[src/rtl/bg_line_feeder_if.sv]
// Request/write bundle between one BG layer feeder and its neighbours:
// the mixer line sequencer, the BG pixel engine and the line buffer.
interface bg_line_feeder_if #(
  parameter int pW_WIDTH = 9,
  parameter int pH_WIDTH = 9
);
  logic                iLINE_START;
  logic [pH_WIDTH-1:0] iLINE_Y;
  logic                oBUSY;
  logic                oLINE_DONE;
  logic                oTIMEOUT;
  logic [pW_WIDTH-1:0] oX;
  logic [pH_WIDTH-1:0] oY;
  logic                oRGB_REQ;
  logic                iOFFSCREEN;
  logic                iRGB_WRITE;
  logic [15:0]         iRGB_WRITE_DATA;
  logic                oLB_WE;
  logic [pW_WIDTH-1:0] oLB_ADDR;
  logic [16:0]         oLB_DATA;

  // Feeder side
  modport master (
    input  iLINE_START, iLINE_Y, iOFFSCREEN, iRGB_WRITE, iRGB_WRITE_DATA,
    output oBUSY, oLINE_DONE, oTIMEOUT, oX, oY, oRGB_REQ,
           oLB_WE, oLB_ADDR, oLB_DATA
  );

  // Sequencer / BG / line-buffer side
  modport slave (
    output iLINE_START, iLINE_Y, iOFFSCREEN, iRGB_WRITE, iRGB_WRITE_DATA,
    input  oBUSY, oLINE_DONE, oTIMEOUT, oX, oY, oRGB_REQ,
           oLB_WE, oLB_ADDR, oLB_DATA
  );
endinterface

[src/rtl/bg_line_feeder.sv]
// Walks one BG line pixel by pixel: request RGB, wait for the BG write strobe
// (or time out), and store {offscreen, RGB} into the line buffer at X.
module bg_line_feeder #(
  parameter int          pLINE_W   = 320,
  parameter int          pSETUP    = 2,
  parameter int          pTIMEOUT  = 1023,
  parameter logic [15:0] pFILL_RGB = 16'h0000,
  parameter int          pW_WIDTH  = 9,
  parameter int          pH_WIDTH  = 9
) (
  input logic             iCLOCK,
  input logic             iRESET_N,
  bg_line_feeder_if.master bus
);

  localparam int cSETUP_W = (pSETUP > 1) ? $clog2(pSETUP) : 1;
  localparam int cTMO_W   = $clog2(pTIMEOUT + 1);

  localparam logic [pW_WIDTH-1:0] cLAST_X     = pW_WIDTH'(pLINE_W - 1);
  localparam logic [cSETUP_W-1:0] cSETUP_LAST = cSETUP_W'(pSETUP - 1);
  localparam logic [cTMO_W-1:0]   cTMO_LAST   = cTMO_W'(pTIMEOUT - 1);

  typedef enum logic [2:0] {
    sIDLE,
    sSETUP,
    sREQ,
    sWAIT,
    sSTORE,
    sNEXT,
    sDONE
  } state_t;

  state_t              state_q, state_d;
  logic [pW_WIDTH-1:0] x_q, x_d;
  logic [pH_WIDTH-1:0] y_q, y_d;
  logic [cSETUP_W-1:0] setup_cnt_q, setup_cnt_d;
  logic [cTMO_W-1:0]   wait_cnt_q, wait_cnt_d;
  logic [16:0]         data_q, data_d;
  logic                busy_q, busy_d;
  logic                timeout_q, timeout_d;
  logic                abort_q, abort_d;
  logic                wr_prev_q;
  logic                wr_rise;

  // Only a fresh rising strobe counts; a strobe held over from the previous
  // pixel (or arriving outside sWAIT) still updates the history.
  assign wr_rise = bus.iRGB_WRITE & ~wr_prev_q;

  always_comb begin
    state_d     = state_q;
    x_d         = x_q;
    y_d         = y_q;
    setup_cnt_d = setup_cnt_q;
    wait_cnt_d  = wait_cnt_q;
    data_d      = data_q;
    busy_d      = busy_q;
    timeout_d   = timeout_q;
    abort_d     = abort_q;

    case (state_q)
      sIDLE: begin
        if (bus.iLINE_START) begin
          y_d         = bus.iLINE_Y;
          x_d         = '0;
          timeout_d   = 1'b0;
          abort_d     = 1'b0;
          busy_d      = 1'b1;
          setup_cnt_d = '0;
          state_d     = sSETUP;
        end
      end

      sSETUP: begin
        if (setup_cnt_q == cSETUP_LAST) begin
          state_d = sREQ;
        end else begin
          setup_cnt_d = setup_cnt_q + 1'b1;
        end
      end

      sREQ: begin
        wait_cnt_d = '0;
        state_d    = sWAIT;
      end

      sWAIT: begin
        // A strobe landing on the timeout cycle is still a normal capture.
        if (wr_rise) begin
          data_d  = {bus.iOFFSCREEN, bus.iRGB_WRITE_DATA};
          state_d = sSTORE;
        end else if (wait_cnt_q == cTMO_LAST) begin
          data_d    = {1'b1, pFILL_RGB};
          timeout_d = 1'b1;
          abort_d   = 1'b1;
          state_d   = sSTORE;
        end else begin
          wait_cnt_d = wait_cnt_q + 1'b1;
        end
      end

      sSTORE: begin
        state_d = abort_q ? sDONE : sNEXT;
      end

      sNEXT: begin
        if (x_q == cLAST_X) begin
          state_d = sDONE;
        end else begin
          x_d         = x_q + 1'b1;
          setup_cnt_d = '0;
          state_d     = sSETUP;
        end
      end

      sDONE: begin
        busy_d  = 1'b0;
        state_d = sIDLE;
      end

      default: begin
        state_d = sIDLE;
      end
    endcase
  end

  always_ff @(posedge iCLOCK) begin
    if (!iRESET_N) begin
      state_q     <= sIDLE;
      x_q         <= '0;
      y_q         <= '0;
      setup_cnt_q <= '0;
      wait_cnt_q  <= '0;
      data_q      <= '0;
      busy_q      <= 1'b0;
      timeout_q   <= 1'b0;
      abort_q     <= 1'b0;
      wr_prev_q   <= 1'b0;
    end else begin
      state_q     <= state_d;
      x_q         <= x_d;
      y_q         <= y_d;
      setup_cnt_q <= setup_cnt_d;
      wait_cnt_q  <= wait_cnt_d;
      data_q      <= data_d;
      busy_q      <= busy_d;
      timeout_q   <= timeout_d;
      abort_q     <= abort_d;
      wr_prev_q   <= bus.iRGB_WRITE;
    end
  end

  // Line-buffer address/data are forced to zero except on the write cycle.
  assign bus.oLB_WE     = (state_q == sSTORE);
  assign bus.oLB_ADDR   = bus.oLB_WE ? x_q : '0;
  assign bus.oLB_DATA   = bus.oLB_WE ? data_q : '0;
  assign bus.oRGB_REQ   = (state_q == sREQ);
  assign bus.oLINE_DONE = (state_q == sDONE);
  assign bus.oBUSY      = busy_q;
  assign bus.oTIMEOUT   = timeout_q;
  assign bus.oX         = x_q;
  assign bus.oY         = y_q;

endmodule

[src/flat_wrapper.sv]
// flat-port wrapper written by rule: the top's interface ports become plain ports
module bg_line_feeder_flat 
#(
  parameter int          pLINE_W   = 320,
  parameter int          pSETUP    = 2,
  parameter int          pTIMEOUT  = 1023,
  parameter logic [15:0] pFILL_RGB = 16'h0000,
  parameter int          pW_WIDTH  = 9,
  parameter int          pH_WIDTH  = 9
)
  (iCLOCK, iRESET_N, bus_iLINE_START, bus_iLINE_Y, bus_iOFFSCREEN, bus_iRGB_WRITE, bus_iRGB_WRITE_DATA, bus_oBUSY, bus_oLINE_DONE, bus_oTIMEOUT, bus_oX, bus_oY, bus_oRGB_REQ, bus_oLB_WE, bus_oLB_ADDR, bus_oLB_DATA);
  bg_line_feeder_if #(.pW_WIDTH(pW_WIDTH), .pH_WIDTH(pH_WIDTH)) bus_i ();
  input logic iCLOCK;
  input logic iRESET_N;
  input wire logic [$bits(bus_i.iLINE_START)-1:0] bus_iLINE_START;
  input wire logic [$bits(bus_i.iLINE_Y)-1:0] bus_iLINE_Y;
  input wire logic [$bits(bus_i.iOFFSCREEN)-1:0] bus_iOFFSCREEN;
  input wire logic [$bits(bus_i.iRGB_WRITE)-1:0] bus_iRGB_WRITE;
  input wire logic [$bits(bus_i.iRGB_WRITE_DATA)-1:0] bus_iRGB_WRITE_DATA;
  output wire logic [$bits(bus_i.oBUSY)-1:0] bus_oBUSY;
  output wire logic [$bits(bus_i.oLINE_DONE)-1:0] bus_oLINE_DONE;
  output wire logic [$bits(bus_i.oTIMEOUT)-1:0] bus_oTIMEOUT;
  output wire logic [$bits(bus_i.oX)-1:0] bus_oX;
  output wire logic [$bits(bus_i.oY)-1:0] bus_oY;
  output wire logic [$bits(bus_i.oRGB_REQ)-1:0] bus_oRGB_REQ;
  output wire logic [$bits(bus_i.oLB_WE)-1:0] bus_oLB_WE;
  output wire logic [$bits(bus_i.oLB_ADDR)-1:0] bus_oLB_ADDR;
  output wire logic [$bits(bus_i.oLB_DATA)-1:0] bus_oLB_DATA;
  assign bus_i.iLINE_START = bus_iLINE_START;
  assign bus_i.iLINE_Y = bus_iLINE_Y;
  assign bus_i.iOFFSCREEN = bus_iOFFSCREEN;
  assign bus_i.iRGB_WRITE = bus_iRGB_WRITE;
  assign bus_i.iRGB_WRITE_DATA = bus_iRGB_WRITE_DATA;
  assign bus_oBUSY = bus_i.oBUSY;
  assign bus_oLINE_DONE = bus_i.oLINE_DONE;
  assign bus_oTIMEOUT = bus_i.oTIMEOUT;
  assign bus_oX = bus_i.oX;
  assign bus_oY = bus_i.oY;
  assign bus_oRGB_REQ = bus_i.oRGB_REQ;
  assign bus_oLB_WE = bus_i.oLB_WE;
  assign bus_oLB_ADDR = bus_i.oLB_ADDR;
  assign bus_oLB_DATA = bus_i.oLB_DATA;
  bg_line_feeder #(.pLINE_W(pLINE_W), .pSETUP(pSETUP), .pTIMEOUT(pTIMEOUT), .pFILL_RGB(pFILL_RGB), .pW_WIDTH(pW_WIDTH), .pH_WIDTH(pH_WIDTH)) u_core (.iCLOCK(iCLOCK), .iRESET_N(iRESET_N), .bus(bus_i));
endmodule
[config.mk]
export PLATFORM = sky130hd
export DESIGN_NAME = bg_line_feeder_flat
export DESIGN_NICKNAME = d
export VERILOG_FILES = /design/src/rtl/bg_line_feeder_if.sv /design/src/rtl/bg_line_feeder.sv /design/src/flat_wrapper.sv
export SDC_FILE = /design/constraint.sdc
export NUM_CORES = 1
export LEC_CHECK = 0
export ABC_AREA = 0
export BUFFER_PORTS_ARGS = -buffer_cell sky130_fd_sc_hd__buf_2
export CORE_ASPECT_RATIO = 1.4
export CORE_MARGIN = 1
export CORE_UTILIZATION = 40
export DETAILED_ROUTE_END_ITERATION = 7
export GPL_TIMING_DRIVEN = 0
export PLACE_DENSITY = 0.66
export SLEW_MARGIN = 20
export SYNTH_ARGS = -nofsm -noshare
export SYNTH_HDL_FRONTEND = slang
export SYNTH_SLANG_ARGS = --single-unit
[constraint.sdc]
create_clock -name iCLOCK -period 5.4 [get_ports iCLOCK]
set_clock_uncertainty 0.15 [all_clocks]
set_input_delay 0.81 -clock iCLOCK [delete_from_list [all_inputs] [get_ports iCLOCK]]
set_output_delay 0.81 -clock iCLOCK [all_outputs]
set_load 0.05 [all_outputs]
==> flow_metrics.env <==
export IMPL_start_kind="flip-flop"
export IMPL_final_seq_area_sq_um=1040
export IMPL_met1_usage_pct=21.7
export IMPL_cts_tree="done"
export IMPL_crit_arrival_ns=2.32
export IMPL_antenna_found_initial=0
export IMPL_swShare_pct=28.4
export IMPL_use_met2_pct=33.7
export IMPL_critical_path_buf_inv_count=4
export IMPL_nets=389
export IMPL_gr_total_overflow=0
export IMPL_max_slew_margin_pct=40.4
export IMPL_cts_setup_buffers=0
export IMPL_ir_drop_v=0.000180
export IMPL_port_buffers=78
export IMPL_grt_busiest_layer="met2"
export IMPL_status="finished clean"
export IMPL_netlist_area_sq_um=2410
export IMPL_gp_congestion=0.811
export IMPL_cts_made_buffers=5
export IMPL_hold_ws_ns=0.307
export IMPL_ys_flop_type="dfxtp_1"
export IMPL_postCtsHoldBufs=0
export IMPL_use_met3_pct=4.13
export IMPL_maxCapViolCount=0
export IMPL_clock_latency_ns=0.31
export IMPL_synth_seq_cells=52
export IMPL_postRouteAntennaNets=0
export IMPL_final_area_sq_um=2980
export IMPL_wl_per_cell_um=13.3
export IMPL_avgSynthCellArea_sq_um=8.89
export IMPL_clockRootBuffer="clkbuf_8"
export IMPL_dp_cells=419
export IMPL_timing_final_ws_setup_ns=2.12
export IMPL_criticalPathCategory="flip-flop to primary output"
export IMPL_start_util_pct=41.4
export IMPL_post_route_period_util_pct=60.7
export IMPL_via_count=2282
export IMPL_grt_max_degree=19
export IMPL_crit_fanout=10
export IMPL_clk_pin_slew_ns=0.11
export IMPL_htree_levels=2
export IMPL_first_pass_iters=4
export IMPL_worst_slew_pin_slew_ns=0.892
export IMPL_clockPowerShare_pct=32.5
export IMPL_utilization_pct=51.3
export IMPL_crit_path_top_delay_cell="dfxtp_1"
export IMPL_n_fill_cell=589
export IMPL_first_iter_violations=85
export IMPL_placementRows=33
export IMPL_clk_path_buf_depth=2
export IMPL_fin_crit_ns=3.28
export IMPL_synth_warnings=0
export IMPL_setup_tns_ns=0
export IMPL_power_leakage_nw=1.28
export IMPL_die_width_um=67.6
export IMPL_syn_to_final_growth_pct=23.8
export IMPL_core_area_sq_um=5820
export IMPL_synth_area_top_cells="dfxtp_1 43%, and2_1 7.8%, a22o_1 5.8%"
export IMPL_drc=0
export IMPL_worstHoldPathType="flip-flop to flip-flop"
export IMPL_crit_chain="buf_4 -> nor3_1 -> buf_1 -> clkbuf_1 -> and2_1 -> buf_2"
export IMPL_synth_top_area_cell="dfxtp_1"
export IMPL_cts_resized=0
export IMPL_placed_cell_area_sq_um=2890
export IMPL_synth_enable_flop_cells=0
export IMPL_cpLargestDelayFamily="buffers and inverters"
export IMPL_p_seq_share_pct=55.2
export IMPL_finalWirelength_um=5660
export IMPL_drv_slew=0
export IMPL_dieArea_sq_um=6340
export IMPL_p_switching_uw=205
export IMPL_syn_nets=304
export IMPL_timing_fmax_ghz=0.305
export IMPL_antennaDiodeCount=0
export IMPL_power_total_uw=723
export IMPL_dieHeight_um=93.8
export IMPL_track_usage_pct=18.7
export IMPL_post_drt_via_cell_ratio=5.34
export IMPL_combinationalPowerShare_pct=12.3
export IMPL_worstPathRequired_ns=4.44
export IMPL_rsz0062_at_grt="false"
export IMPL_internal_power_uw=518
export IMPL_p_per_area_nw_per_um2=242
export IMPL_end_kind="primary output"
export IMPL_clock_sinks=52
export IMPL_synth_top_area_share_pct=43.2
export IMPL_synth_seq_area_share_pct=43.2
export IMPL_grt_pass1_wl_um=9140
export IMPL_final_cells=427
export IMPL_finalSetupViolCount=0
export IMPL_cpPeakStageDelay_ns=0.40
export IMPL_finalHoldViolCount=0
export IMPL_grt_pass1_vias=1998
export IMPL_drive_above_1_share_pct=30.0
export IMPL_pre_cts_slack_ns=2.44
export IMPL_dp_hpwl_um=4290
export IMPL_netlist_instances=271
export IMPL_multi_input_area_sq_um=1270
export IMPL_async_flop_share_pct=0
export IMPL_ios=79
export IMPL_synthDistinctLibCells=47
[path summary, 6_finish.rpt]
path,start,to,slack [ns],cells after the start
setup / recovery,u_core.state_q[0],bus_oLB_DATA[13],2.12,6
hold / removal,u_core.bus.oY[5],u_core.bus.oY[5],0.31,2
setup reg to reg,u_core.wait_cnt_q[0],u_core.data_q[0],3.49,7
hold reg to reg,u_core.bus.oY[5],u_core.bus.oY[5],0.31,2
[final cells by class]
| class | instances | share of cell area (%) |
|---|---|---|
| Multi-Input combinational cell | 198 | 42.7 |
| Sequential cell | 52 | 34.9 |
| Timing Repair Buffer | 78 | 13.1 |
| Tap cell | 70 | 2.94 |
| Clock buffer | 5 | 2.31 |
| Buffer | 14 | 2.26 |
| Clock inverter | 3 | 0.922 |
| Inverter | 7 | 0.881 |
[cells in the mapped netlist (all sizes together), types with 5 or more instances]
| cell | count |
|---|---|
| a21oi | 27 |
| a22o | 16 |
| and2 | 30 |
| buf | 9 |
| clkbuf | 5 |
| dfxtp | 52 |
| inv | 7 |
| nand2 | 30 |
| nand3 | 8 |
| nor2 | 7 |
| nor3 | 9 |
| o21ai | 8 |
| o31ai | 8 |
| or3 | 7 |
[placed cells by master (no fill, tap or decap), types with 8 or more instances in the layout]
cell type  count
buf_2         84
dfxtp_1       52
and2_1        30
nand2_1       29
a21oi_1       26
a22o_1        16
nand3_1        8
o21ai_0        8
[kinds of logic (layout without fill, tap and decap cells)]
| family | after synthesis | count (layout) | share of synthesized area, % |
|---|---|---|---|
| adders and majority gates | 3 | 3 | 1.56 |
| muxes | 1 | 1 | 0.467 |
| xor gates and xnor gates | 2 | 2 | 0.727 |
| DFF | 52 | 52 | 43.2 |
| buffers and inverters | 21 | 107 | 3.89 |
| and+or+nand+nor | 119 | 119 | 29.2 |
| AOI/OAI and AO/OA | 73 | 73 | 20.9 |
[sequential cells by signal, indices dropped and copies added (netlist names)]
name and count:
u_core.bus.oBUSY 1, u_core.bus.oTIMEOUT 1, u_core.bus.oX 9, u_core.bus.oY 9, u_core.data_q 17, u_core.setup_cnt_q 1
u_core.state_q 3, u_core.wait_cnt_q 10, u_core.wr_prev_q 1
[worst reg2reg max path: stages (launching register included)]
cell	delay, ns
dfxtp_1	0.39
inv_1	0.09
ha_1	0.22
nand2_1	0.13
o31ai_4	0.10
a21oi_2	0.32
buf_2	0.29
a22o_1	0.17
[per-layer routing]
metal / up-vias / wire [um]
li1: 1154 / -
met1: 1070 / 2490
met2: 54 / 2900
met3: 4 / 227
met4: 0 / 43
met5: - / 0
[power groups by stage]
stage / sequential [mW] / combinational [mW] / clock [mW]
global placement: 0.408 / 0.0887 / 0
detailed placement: 0.408 / 0.0896 / 0
global route: 0.400 / 0.0968 / 0.256
floorplan: 0.425 / 0.0424 / 0
finish: 0.399 / 0.0889 / 0.235
CTS: 0.399 / 0.0898 / 0.244
Power figures use the tool's default switching activity.
